`src/rtl/video_geometry_meter.sv`:
```
// Per-frame raster geometry meter: measures, qualifies over STABLE_FRAMES identical frames, publishes.
// Optional interlace tolerance (262/263-style alternation) under `VIDEO_GEOMETRY_INTERLACE_EN.
module video_geometry_meter #(
  parameter int unsigned STABLE_FRAMES = 3,
  parameter int unsigned TIMEOUT_LINES = 4095
) (
  input  logic        CLK_VIDEO,
  input  logic        RESET_N,
  input  logic        CE_PIXEL,
  input  logic        VGA_DE,
  input  logic        VGA_HS,
  input  logic        VGA_VS,
  output logic [11:0] HACTIVE,
  output logic [11:0] VACTIVE,
  output logic [11:0] HTOTAL,
  output logic [11:0] VTOTAL,
  output logic        VALID,
  output logic        CHANGED,
  output logic        INTERLACED
);

  localparam logic [11:0] CntMax = 12'hfff;

  typedef enum logic [1:0] {StSync, StAcquire, StLocked} state_e;

  logic        de_q, hs_q, vs_q, de_d, hs_d, vs_d;
  logic        de_fall, hs_rise, vs_rise, timeout;
  logic [11:0] hcnt_q, hcnt_d, htcnt_q, htcnt_d, lcnt_q, lcnt_d, acnt_q, acnt_d;
  logic [11:0] fw_q, fw_d, fht_q, fht_d;
  logic        fw_vld_q, fw_vld_d, fht_vld_q, fht_vld_d, hs_seen_q, hs_seen_d;
  logic        irr_q, irr_d, ovf_q, ovf_d;
  logic [11:0] cl_w, cl_acnt;
  logic        cl_good, cl_eq, lcnt_eq;
  logic [11:0] snap_w_q, snap_w_d, snap_a_q, snap_a_d, snap_ht_q, snap_ht_d, snap_l_q, snap_l_d;
  logic        snap_good_q, snap_good_d;
  state_e      state_q, state_d;
  logic [3:0]  match_q, match_d;
  logic        publish;
  logic [11:0] pub_vtot;
  logic [11:0] hact_q, hact_d, vact_q, vact_d, htot_q, htot_d, vtot_q, vtot_d;
  logic        valid_q, valid_d, changed_q, changed_d;
`ifdef VIDEO_GEOMETRY_INTERLACE_EN
  logic        il_q, il_d;
`endif

  assign de_fall = CE_PIXEL & de_q & ~VGA_DE;
  assign hs_rise = CE_PIXEL & VGA_HS & ~hs_q;
  assign vs_rise = CE_PIXEL & VGA_VS & ~vs_q;
  assign timeout = hs_rise & ~vs_rise & (32'(lcnt_q) >= TIMEOUT_LINES);

`ifdef VIDEO_GEOMETRY_INTERLACE_EN
  assign lcnt_eq  = (lcnt_q == snap_l_q) || (lcnt_q == snap_l_q + 12'd1) ||
                    (snap_l_q == lcnt_q + 12'd1);
  assign pub_vtot = (lcnt_q > snap_l_q) ? lcnt_q : snap_l_q;
`else
  assign lcnt_eq  = (lcnt_q == snap_l_q);
  assign pub_vtot = lcnt_q;
`endif

  // Raster measurement. DE-side events belong to the frame closing on a coincident VS edge,
  // HS-side events to the frame that opens with it.
  always_comb begin
    de_d      = de_q;
    hs_d      = hs_q;
    vs_d      = vs_q;
    hcnt_d    = hcnt_q;
    htcnt_d   = htcnt_q;
    lcnt_d    = lcnt_q;
    acnt_d    = acnt_q;
    fw_d      = fw_q;
    fw_vld_d  = fw_vld_q;
    fht_d     = fht_q;
    fht_vld_d = fht_vld_q;
    hs_seen_d = hs_seen_q;
    irr_d     = irr_q;
    ovf_d     = ovf_q;

    if (CE_PIXEL) begin
      de_d = VGA_DE;
      hs_d = VGA_HS;
      vs_d = VGA_VS;
    end

    if (CE_PIXEL && VGA_DE) begin
      if (hcnt_q == CntMax) ovf_d = 1'b1;
      else                  hcnt_d = hcnt_q + 12'd1;
    end
    if (de_fall) begin
      if (!fw_vld_q) begin
        fw_d     = hcnt_q;
        fw_vld_d = 1'b1;
      end else if (hcnt_q != fw_q) begin
        irr_d = 1'b1;
      end
      hcnt_d = '0;
      if (acnt_q == CntMax) ovf_d = 1'b1;
      else                  acnt_d = acnt_q + 12'd1;
    end

    cl_w    = fw_d;
    cl_acnt = acnt_d;
    cl_good = !irr_d && !ovf_d && (acnt_d != '0) && (lcnt_q != '0);

    if (vs_rise) begin
      hcnt_d    = '0;
      lcnt_d    = '0;
      acnt_d    = '0;
      fw_d      = '0;
      fw_vld_d  = 1'b0;
      fht_d     = '0;
      fht_vld_d = 1'b0;
      hs_seen_d = 1'b0;
      irr_d     = 1'b0;
      ovf_d     = 1'b0;
    end

    if (hs_rise) begin
      if (lcnt_d == CntMax) ovf_d = 1'b1;
      else                  lcnt_d = lcnt_d + 12'd1;
      // A period is only meaningful once this frame has seen a previous HS edge.
      if (hs_seen_d) begin
        if (htcnt_q == CntMax) ovf_d = 1'b1;
        if (!fht_vld_d) begin
          fht_d     = htcnt_q;
          fht_vld_d = 1'b1;
        end else if (htcnt_q != fht_d) begin
          irr_d = 1'b1;
        end
      end
      hs_seen_d = 1'b1;
      htcnt_d   = 12'd1;
    end else if (CE_PIXEL && (htcnt_q != CntMax)) begin
      htcnt_d = htcnt_q + 12'd1;
    end
  end

  assign cl_eq = snap_good_q && (cl_w == snap_w_q) && (cl_acnt == snap_a_q) &&
                 (fht_q == snap_ht_q) && lcnt_eq;

  // Qualification FSM and publishing.
  always_comb begin
    state_d     = state_q;
    match_d     = match_q;
    snap_w_d    = snap_w_q;
    snap_a_d    = snap_a_q;
    snap_ht_d   = snap_ht_q;
    snap_l_d    = snap_l_q;
    snap_good_d = snap_good_q;
    publish     = 1'b0;
    hact_d      = hact_q;
    vact_d      = vact_q;
    htot_d      = htot_q;
    vtot_d      = vtot_q;
    valid_d     = valid_q;
    changed_d   = 1'b0;
`ifdef VIDEO_GEOMETRY_INTERLACE_EN
    il_d        = il_q;
`endif

    if (vs_rise) begin
      snap_w_d    = cl_w;
      snap_a_d    = cl_acnt;
      snap_ht_d   = fht_q;
      snap_l_d    = lcnt_q;
      snap_good_d = cl_good;
      unique case (state_q)
        StSync: begin
          // The frame ending here started before we synchronised; never compare against it.
          state_d     = StAcquire;
          match_d     = '0;
          snap_good_d = 1'b0;
        end
        StAcquire: begin
          if (cl_good && cl_eq) begin
            match_d = match_q + 4'd1;
            if (32'(match_q) + 32'd1 >= STABLE_FRAMES - 32'd1) begin
              state_d = StLocked;
              publish = 1'b1;
            end
          end else begin
            match_d = '0;
          end
        end
        StLocked: begin
          if (!(cl_good && cl_eq)) begin
            state_d = StAcquire;
            match_d = '0;
            valid_d = 1'b0;
`ifdef VIDEO_GEOMETRY_INTERLACE_EN
            il_d    = 1'b0;
`endif
          end
        end
        default: state_d = StSync;
      endcase
    end else if (timeout) begin
      state_d = StSync;
      match_d = '0;
      valid_d = 1'b0;
`ifdef VIDEO_GEOMETRY_INTERLACE_EN
      il_d    = 1'b0;
`endif
    end

    if (publish) begin
      hact_d    = cl_w;
      vact_d    = cl_acnt;
      htot_d    = fht_q;
      vtot_d    = pub_vtot;
      valid_d   = 1'b1;
      changed_d = (hact_d != hact_q) || (vact_d != vact_q) ||
                  (htot_d != htot_q) || (vtot_d != vtot_q);
`ifdef VIDEO_GEOMETRY_INTERLACE_EN
      il_d      = (lcnt_q != snap_l_q);
`endif
    end
  end

  always_ff @(posedge CLK_VIDEO or negedge RESET_N) begin
    if (!RESET_N) begin
      de_q        <= 1'b0;
      hs_q        <= 1'b0;
      vs_q        <= 1'b0;
      hcnt_q      <= '0;
      htcnt_q     <= '0;
      lcnt_q      <= '0;
      acnt_q      <= '0;
      fw_q        <= '0;
      fw_vld_q    <= 1'b0;
      fht_q       <= '0;
      fht_vld_q   <= 1'b0;
      hs_seen_q   <= 1'b0;
      irr_q       <= 1'b0;
      ovf_q       <= 1'b0;
      snap_w_q    <= '0;
      snap_a_q    <= '0;
      snap_ht_q   <= '0;
      snap_l_q    <= '0;
      snap_good_q <= 1'b0;
      state_q     <= StSync;
      match_q     <= '0;
      hact_q      <= '0;
      vact_q      <= '0;
      htot_q      <= '0;
      vtot_q      <= '0;
      valid_q     <= 1'b0;
      changed_q   <= 1'b0;
`ifdef VIDEO_GEOMETRY_INTERLACE_EN
      il_q        <= 1'b0;
`endif
    end else begin
      de_q        <= de_d;
      hs_q        <= hs_d;
      vs_q        <= vs_d;
      hcnt_q      <= hcnt_d;
      htcnt_q     <= htcnt_d;
      lcnt_q      <= lcnt_d;
      acnt_q      <= acnt_d;
      fw_q        <= fw_d;
      fw_vld_q    <= fw_vld_d;
      fht_q       <= fht_d;
      fht_vld_q   <= fht_vld_d;
      hs_seen_q   <= hs_seen_d;
      irr_q       <= irr_d;
      ovf_q       <= ovf_d;
      snap_w_q    <= snap_w_d;
      snap_a_q    <= snap_a_d;
      snap_ht_q   <= snap_ht_d;
      snap_l_q    <= snap_l_d;
      snap_good_q <= snap_good_d;
      state_q     <= state_d;
      match_q     <= match_d;
      hact_q      <= hact_d;
      vact_q      <= vact_d;
      htot_q      <= htot_d;
      vtot_q      <= vtot_d;
      valid_q     <= valid_d;
      changed_q   <= changed_d;
`ifdef VIDEO_GEOMETRY_INTERLACE_EN
      il_q        <= il_d;
`endif
    end
  end

  assign HACTIVE = hact_q;
  assign VACTIVE = vact_q;
  assign HTOTAL  = htot_q;
  assign VTOTAL  = vtot_q;
  assign VALID   = valid_q;
  assign CHANGED = changed_q;
`ifdef VIDEO_GEOMETRY_INTERLACE_EN
  assign INTERLACED = il_q;
`else
  assign INTERLACED = 1'b0;
`endif

endmodule

```
`config.mk`:
```
export PLATFORM = sky130hd
export DESIGN_NAME = video_geometry_meter
export DESIGN_NICKNAME = d
export VERILOG_FILES = /design/src/rtl/video_geometry_meter.sv
export SDC_FILE = /design/constraint.sdc
export NUM_CORES = 1
export LEC_CHECK = 0
export ABC_CLOCK_PERIOD_IN_PS = 9700
export BUFFER_PORTS_ARGS = -buffer_cell sky130_fd_sc_hd__buf_2
export CAP_MARGIN = 10
export CORE_UTILIZATION = 55
export DETAILED_ROUTE_END_ITERATION = 8
export PLACE_DENSITY = 0.74
export SKIP_CTS_REPAIR_TIMING = 1
export SYNTH_ARGS = -nofsm -noshare
export SYNTH_HDL_FRONTEND = slang
export SYNTH_SLANG_ARGS = --single-unit
```
`constraint.sdc`:
```
create_clock -name CLK_VIDEO -period 9.7 [get_ports CLK_VIDEO]
set_input_delay 0.485 -clock CLK_VIDEO [delete_from_list [all_inputs] [get_ports CLK_VIDEO]]
set_output_delay 0.485 -clock CLK_VIDEO [all_outputs]
set_load 0.03 [all_outputs]
```
# Word-level counts from Yosys, hierarchy flattened
# Index checks and enable logic that the tools add are counted.
[totals]
ff_bits = 185
input_bits = 6
output_inout_bits = 51
wordCells = 163
[op_classes]
n_addsub = 6
magnitude_cmp = 2
eq_ne = 24
n_mux = 65
n_bitwise = 12
reduce_logical = 27
[op_table]
columns = ["operator", "n"]
rows = [
  ["two-way mux 12 bit", 19],
  ["inequality test 12 bit", 6],
  ["adder 12 x 1 -> 12 bit (second input constant)", 4],
  ["equality test 12 bit", 4],
  ["equality test 12 bit (second input constant)", 4],
  ["two-way mux 1 bit", 35],
  ["nonzero test 12 bit", 2],
  ["two-way mux 4 bit", 4],
  ["inequality test 3 bit (second input constant)", 5],
  [">= comparator 12 bit (second input constant)", 1],
  ["inequality test 12 bit (second input constant)", 1],
  ["case mux 4 bit (3 select lines)", 1],
  ["logical AND 1 bit", 10],
  ["two-way mux 2 bit", 5],
  ["bitwise AND 1 bit", 8],
  ["case mux 2 bit (3 select lines)", 1],
  ["AND reduction 3 bit", 2],
  ["nonzero test 2 bit", 3],
  ["nonzero test 3 bit", 2],
  ["adder 4 x 1 -> 5 bit (second input constant)", 1],
  [">= comparator 5 x 2 -> 1 bit (second input constant)", 1],
  ["adder 4 x 1 -> 4 bit (second input constant)", 1],
  ["inequality test 4 x 1 -> 1 bit (second input constant)", 1],
  ["NOT 1 bit", 4],
  ["8 further kinds", 11],
]

# Longest topological paths before layout
[depth]
depth_word = 15
depth_mapped = 15
mapped_depth_nobuf = 13

# Least setup slack after synthesis
# Ideal clock, no wire load.
[synth_timing]
kind = "register to register"
from = "register acnt_q[0]"
to = "register htot_q[0], in the netlist HTOTAL[0]"
arrival_time_ps = 3019
t_required_ps = 9575
path_slack_ps = 6556
stages_incl_launch_ff = 14
path_buffers = 3
period_less_slack_ps = 3144
path_cell_list = "dfrtp_1 > ha_1 > nand3_1 > or3_1 > buf_2 > nor2_4 > nor2b_2 > a211o_1 > nor4_4 > nand4_1 > or2_1 > buf_2 > buf_6 > mux2_4"
[synth_between]
elab_chain_cells = 11
elab_cells_between_ends = 19
cone_classes = "add/sub: 1; eq/ne: 2; mux: 7; reduce/logical: 9"
[synth_rtl]
columns = ["element", "line", "rtl"]
rows = [
  ["start, declared", "28", "logic [11:0] hcnt_q, hcnt_d, htcnt_q, htcnt_d, lcnt_q, lcnt_d, acnt_q, acnt_d;"],
  ["start signal, assigned", "258", "acnt_q <= acnt_d;"],
  ["adder 12 x 1 -> 12 bit or equality test 12 bit (tied branches)", "97, 96", ""],
  ["two-way mux 12 bit or two-way mux 1 bit (tied branches)", "96", "if (acnt_q == CntMax) ovf_d = 1'b1;"],
  ["two-way mux 12 bit or two-way mux 1 bit (tied branches)", "88", "if (de_fall) begin"],
  ["equality test 12 bit or zero test 1 bit (tied branches)", "137, 102", ""],
  ["logical AND 1 bit (on tied branches) (2 in a row)", "137, 102", ""],
  ["logical AND 1 bit (on tied branches)", "138, 102", ""],
  ["logical AND 1 bit (*)", "174", "if (cl_good && cl_eq) begin"],
  ["two-way mux 1 bit (*)", "174", ""],
  ["two-way mux 1 bit (*)", "166", "unique case (state_q)"],
  ["two-way mux 1 bit (*)", "160", "if (vs_rise) begin"],
  ["end signal, assigned", "275", "htot_q <= htot_d;"],
  ["end, declared", "40", "logic [11:0] hact_q, hact_d, vact_q, vact_d, htot_q, htot_d, vtot_q, vtot_d;"],
]
# Every way passes the cells marked *; elsewhere a longest branch is shown, timed or not.
# A chain may end at the register's enable or synchronous reset.

# Worst setup path after layout
[layout_timing]
from = "register acnt_q[0]"
to = "register vtot_q[0], in the netlist VTOTAL[0]"
[layout_between]
elab_chain_cells = 11
elab_cells_between_ends = 19
cone_classes = "add/sub: 1; eq/ne: 2; mux: 7; reduce/logical: 9"
[layout_rtl]
columns = ["element", "line", "rtl"]
rows = [
  ["adder 12 x 1 -> 12 bit or equality test 12 bit (tied branches)", "97, 96", ""],
  ["two-way mux 12 bit or two-way mux 1 bit (tied branches)", "96", ""],
  ["two-way mux 12 bit or two-way mux 1 bit (tied branches)", "88", ""],
  ["equality test 12 bit or zero test 1 bit (tied branches)", "137, 102", ""],
  ["logical AND 1 bit (on tied branches) (2 in a row)", "137, 102", ""],
  ["logical AND 1 bit (on tied branches)", "138, 102", ""],
  ["logical AND 1 bit (*)", "174", ""],
  ["two-way mux 1 bit (*)", "174", ""],
  ["two-way mux 1 bit (*)", "166", ""],
  ["two-way mux 1 bit (*)", "160", ""],
  ["end signal, assigned", "276", "vtot_q <= vtot_d;"],
  ["end, declared", "40", ""],
]
# Marks and branches as above.

==> results.toml <==
[clocking]
cts_sinks = 185
cts_tree = "done"
cts_buffers = 17
cts-root-buf = "clkbuf_16"
clockBufferDepth = 2
ctsHtreeMaxLevel = 4
clk_latency_ns = 0.44
path_clk_slew_ns = 0.07

[synth]
syn-cell-area_um2 = 9892
synth_cell_types = 64
synth_nets = 1054
synthCells = 1042
synth_warnings = 0
yosysSeqAreaShare = 0.4680
synth_top_flop_cell = "dfrtp_1"
synthArstFlopShare = 1.000
synth-seq-cells = 185
synth.avg_cell_area_um2 = 9.493
synth_edf_count = 0

[die]
ios = 57
die_h_um = 136.1
dieArea_um2 = 18530
core_um2 = 17420
die_x_um = 136.1
placementRows = 48
initial_core_util = 0.5680

[layout]
fin_area_um2 = 10800
fin_nets = 1055
drive_gt1_frac = 0.1297
area_growth_pct = 9.195
fin_cells = 1282

[status]
status = "complete, no violations"

[setup_path]
worstSetupPathType = "reg2reg"
reg2reg_depth = 12
startpoint_type = "flop"
crit_fanout = 30
end_kind = "flop"
cp_data_required_time_ns = 10.03
cp_data_arrival_time_ns = 4.76
reg2reg_setup_slack_ns = 5.27
r2r-start = "acnt_q[0]"
reg2reg_to = "VTOTAL[0]"

[place]
place_area_um2 = 10210
portBuffers = 55
place.gp.congestion = 0.9034
place_hpwl_um = 15670
place_ws_ns = 5.135
dp.cells = 1248

[route]
dr_total_vias = 7528
drt-total-wl_um = 23040
drt_pass1_iterations = 7
drt_iter0_drc = 664
via_per_inst = 5.872
detail-route-antenna-nets = 0
wl_per_cell_um = 17.97
route.detailed.drc = 0

[timing]
skew_ns = 0.008756
period_share = 0.4566
tightestPinTransition_ns = 0.9927
setup-violations-final = 0
slew_headroom = 0.3382
setup_ws_ns = 5.271
maxSlewViolCount = 0
rsz0062_at_grt = "no"
fmax_ghz = 0.2258
fin_crit_ns = 4.429
hold_ws_ns = 0.1579
tns_ns = 0
finalHoldViolations = 0

[hold_path]
hp-class = "in2async"

[job]
cap_violations = 0

[power]
ir_drop_uv = 138.7
p_per_area_nw_per_um2 = 174.6
leakage_nw = 5.340

[global_routing]
track_usage = 0.2689
grt_max_degree = 109
globalRouteOverflowTotal = 0
grt_pass1_vias = 7240
antenna_found_initial = 1
grt_pass1_wl_um = 38020
cell families (layout without fill, tap and decap cells):
family,after synthesis,in the layout,share of synthesized area
AOI/OAI and AO/OA,146,146,0.09221
adders and majority gates,6,6,0.007589
and+or+nand+nor,421,421,0.2057
DFF,185,185,0.4680
muxes,42,42,0.05451
xor gates and xnor gates,149,149,0.1327
other,1,2,0.0003791
buffers and inverters,92,106,0.03896
metrics by stage:
step / total power (W) / util
final: 0.001886 / 0.6202
after global routing: 0.001971 / 0.6200
after CTS: 0.001896 / 0.6194
after detailed placement: 0.001206 / 0.5862
after global placement: 0.001197 / 0.5862
after floorplan: 0.001105 / -
area by class of cell:
cell class	count	area, um2
fill	1427	6615
multi-input combinational	765	4917
sequential	185	4629
clock buffer	19	432.9
timing repair buffer	64	355.3
tap	225	281.5
clock inverter	13	145.1
inverter	10	37.54
antenna	1	2.502
power breakdown:
part / total (W) / internal (W) / switching, W
logic: 0.000297 / 0.000122 / 0.000175
registers: 0.000898 / 0.000817 / 0.0000813
clock network: 0.000692 / 0.000382 / 0.000310
total: 0.00189 / 0.00132 / 0.000566
state kept, by name (all words and copies together) (netlist names), 2 cells and up:
signal	cells
HACTIVE	12
HTOTAL	12
VACTIVE	12
VTOTAL	12
acnt_q	12
fht_q	12
fw_q	12
hcnt_q	12
htcnt_q	12
lcnt_q	12
match_q	4
snap_a_q	12
snap_ht_q	12
snap_l_q	12
snap_w_q	12
state_q	2
critical path, cell delays in order (launching register included):
cell	delay, ns
dfrtp_1	0.47
ha_1	0.23
nand3_1	0.15
nor3_1	0.52
nor4_2	0.15
xnor2_1	0.39
and4_1	0.29
a21oi_1	0.15
nand4_1	0.11
buf_4	0.33
or2_2	0.64
buf_4	0.50
mux2_1	0.36
cell usage after synthesis (5+ instances only):
cell type | number | area (um2)
nor4_1 | 20 | 125.1
clkbuf_1 | 62 | 232.7
mux2i_1 | 16 | 160.2
xor2_1 | 66 | 578.1
o21ai_0 | 62 | 310.3
mux2_4 | 23 | 345.3
nand4_1 | 28 | 175.2
nand2_1 | 167 | 626.9
buf_1 | 7 | 26.28
a21oi_1 | 12 | 60.06
nand3_1 | 25 | 125.1
xnor2_1 | 82 | 718.2
and3_1 | 11 | 68.82
nor3b_1 | 5 | 37.54
dfrtp_1 | 185 | 4629
nor2_1 | 84 | 315.3
a31oi_1 | 13 | 81.33
o32ai_1 | 6 | 52.55
buf_2 | 7 | 35.03
inv_1 | 10 | 37.54
and4_1 | 7 | 61.31
o21ai_1 | 5 | 25.02
a21o_1 | 23 | 172.7
or3_1 | 6 | 37.54
nor3_1 | 40 | 200.2
ha_1 | 6 | 75.07
cells in the final DEF, fill, tap and decap left out, types with 6 or more instances in the layout:
cell type,synthesis,final
dfrtp_1,185,185
nand2_1,167,167
nor2_1,84,83
xnor2_1,82,82
xor2_1,66,66
o21ai_0,62,62
buf_2,7,54
nor3_1,40,39
nand4_1,28,28
nand3_1,25,24
a21o_1,23,23
mux2_4,23,23
nor4_1,20,20
clkbuf_16,0,17
mux2i_1,16,16
a31oi_1,13,13
a21oi_1,12,12
and3_1,11,11
inv_1,10,10
buf_4,2,8
and4_1,7,7
o32ai_1,6,6
or3_1,6,6
ha_1,6,6
layer usage:
metal  GRT usage  up-vias  routed length (um)
li1            -     3565                   -
met1      0.3786     3708               10720
met2      0.4030      208               10580
met3     0.06525       47                1161
met4     0.09630        0                 576
met5           0        -                   0
worst max path at each step:
stage	start	to	slack, ns	cells after the start
after detailed placement	CE_PIXEL	VTOTAL[0]	5.13	13
after CTS	acnt_q[0]	VTOTAL[0]	5.39	12
after global placement	CE_PIXEL	VTOTAL[0]	5.19	13
after global routing	acnt_q[0]	VTOTAL[0]	4.88	12
after floorplan	acnt_q[0]	HTOTAL[0]	6.56	13
final	acnt_q[0]	VTOTAL[0]	5.27	12
Note: power is estimated with default switching activity, not from simulation.
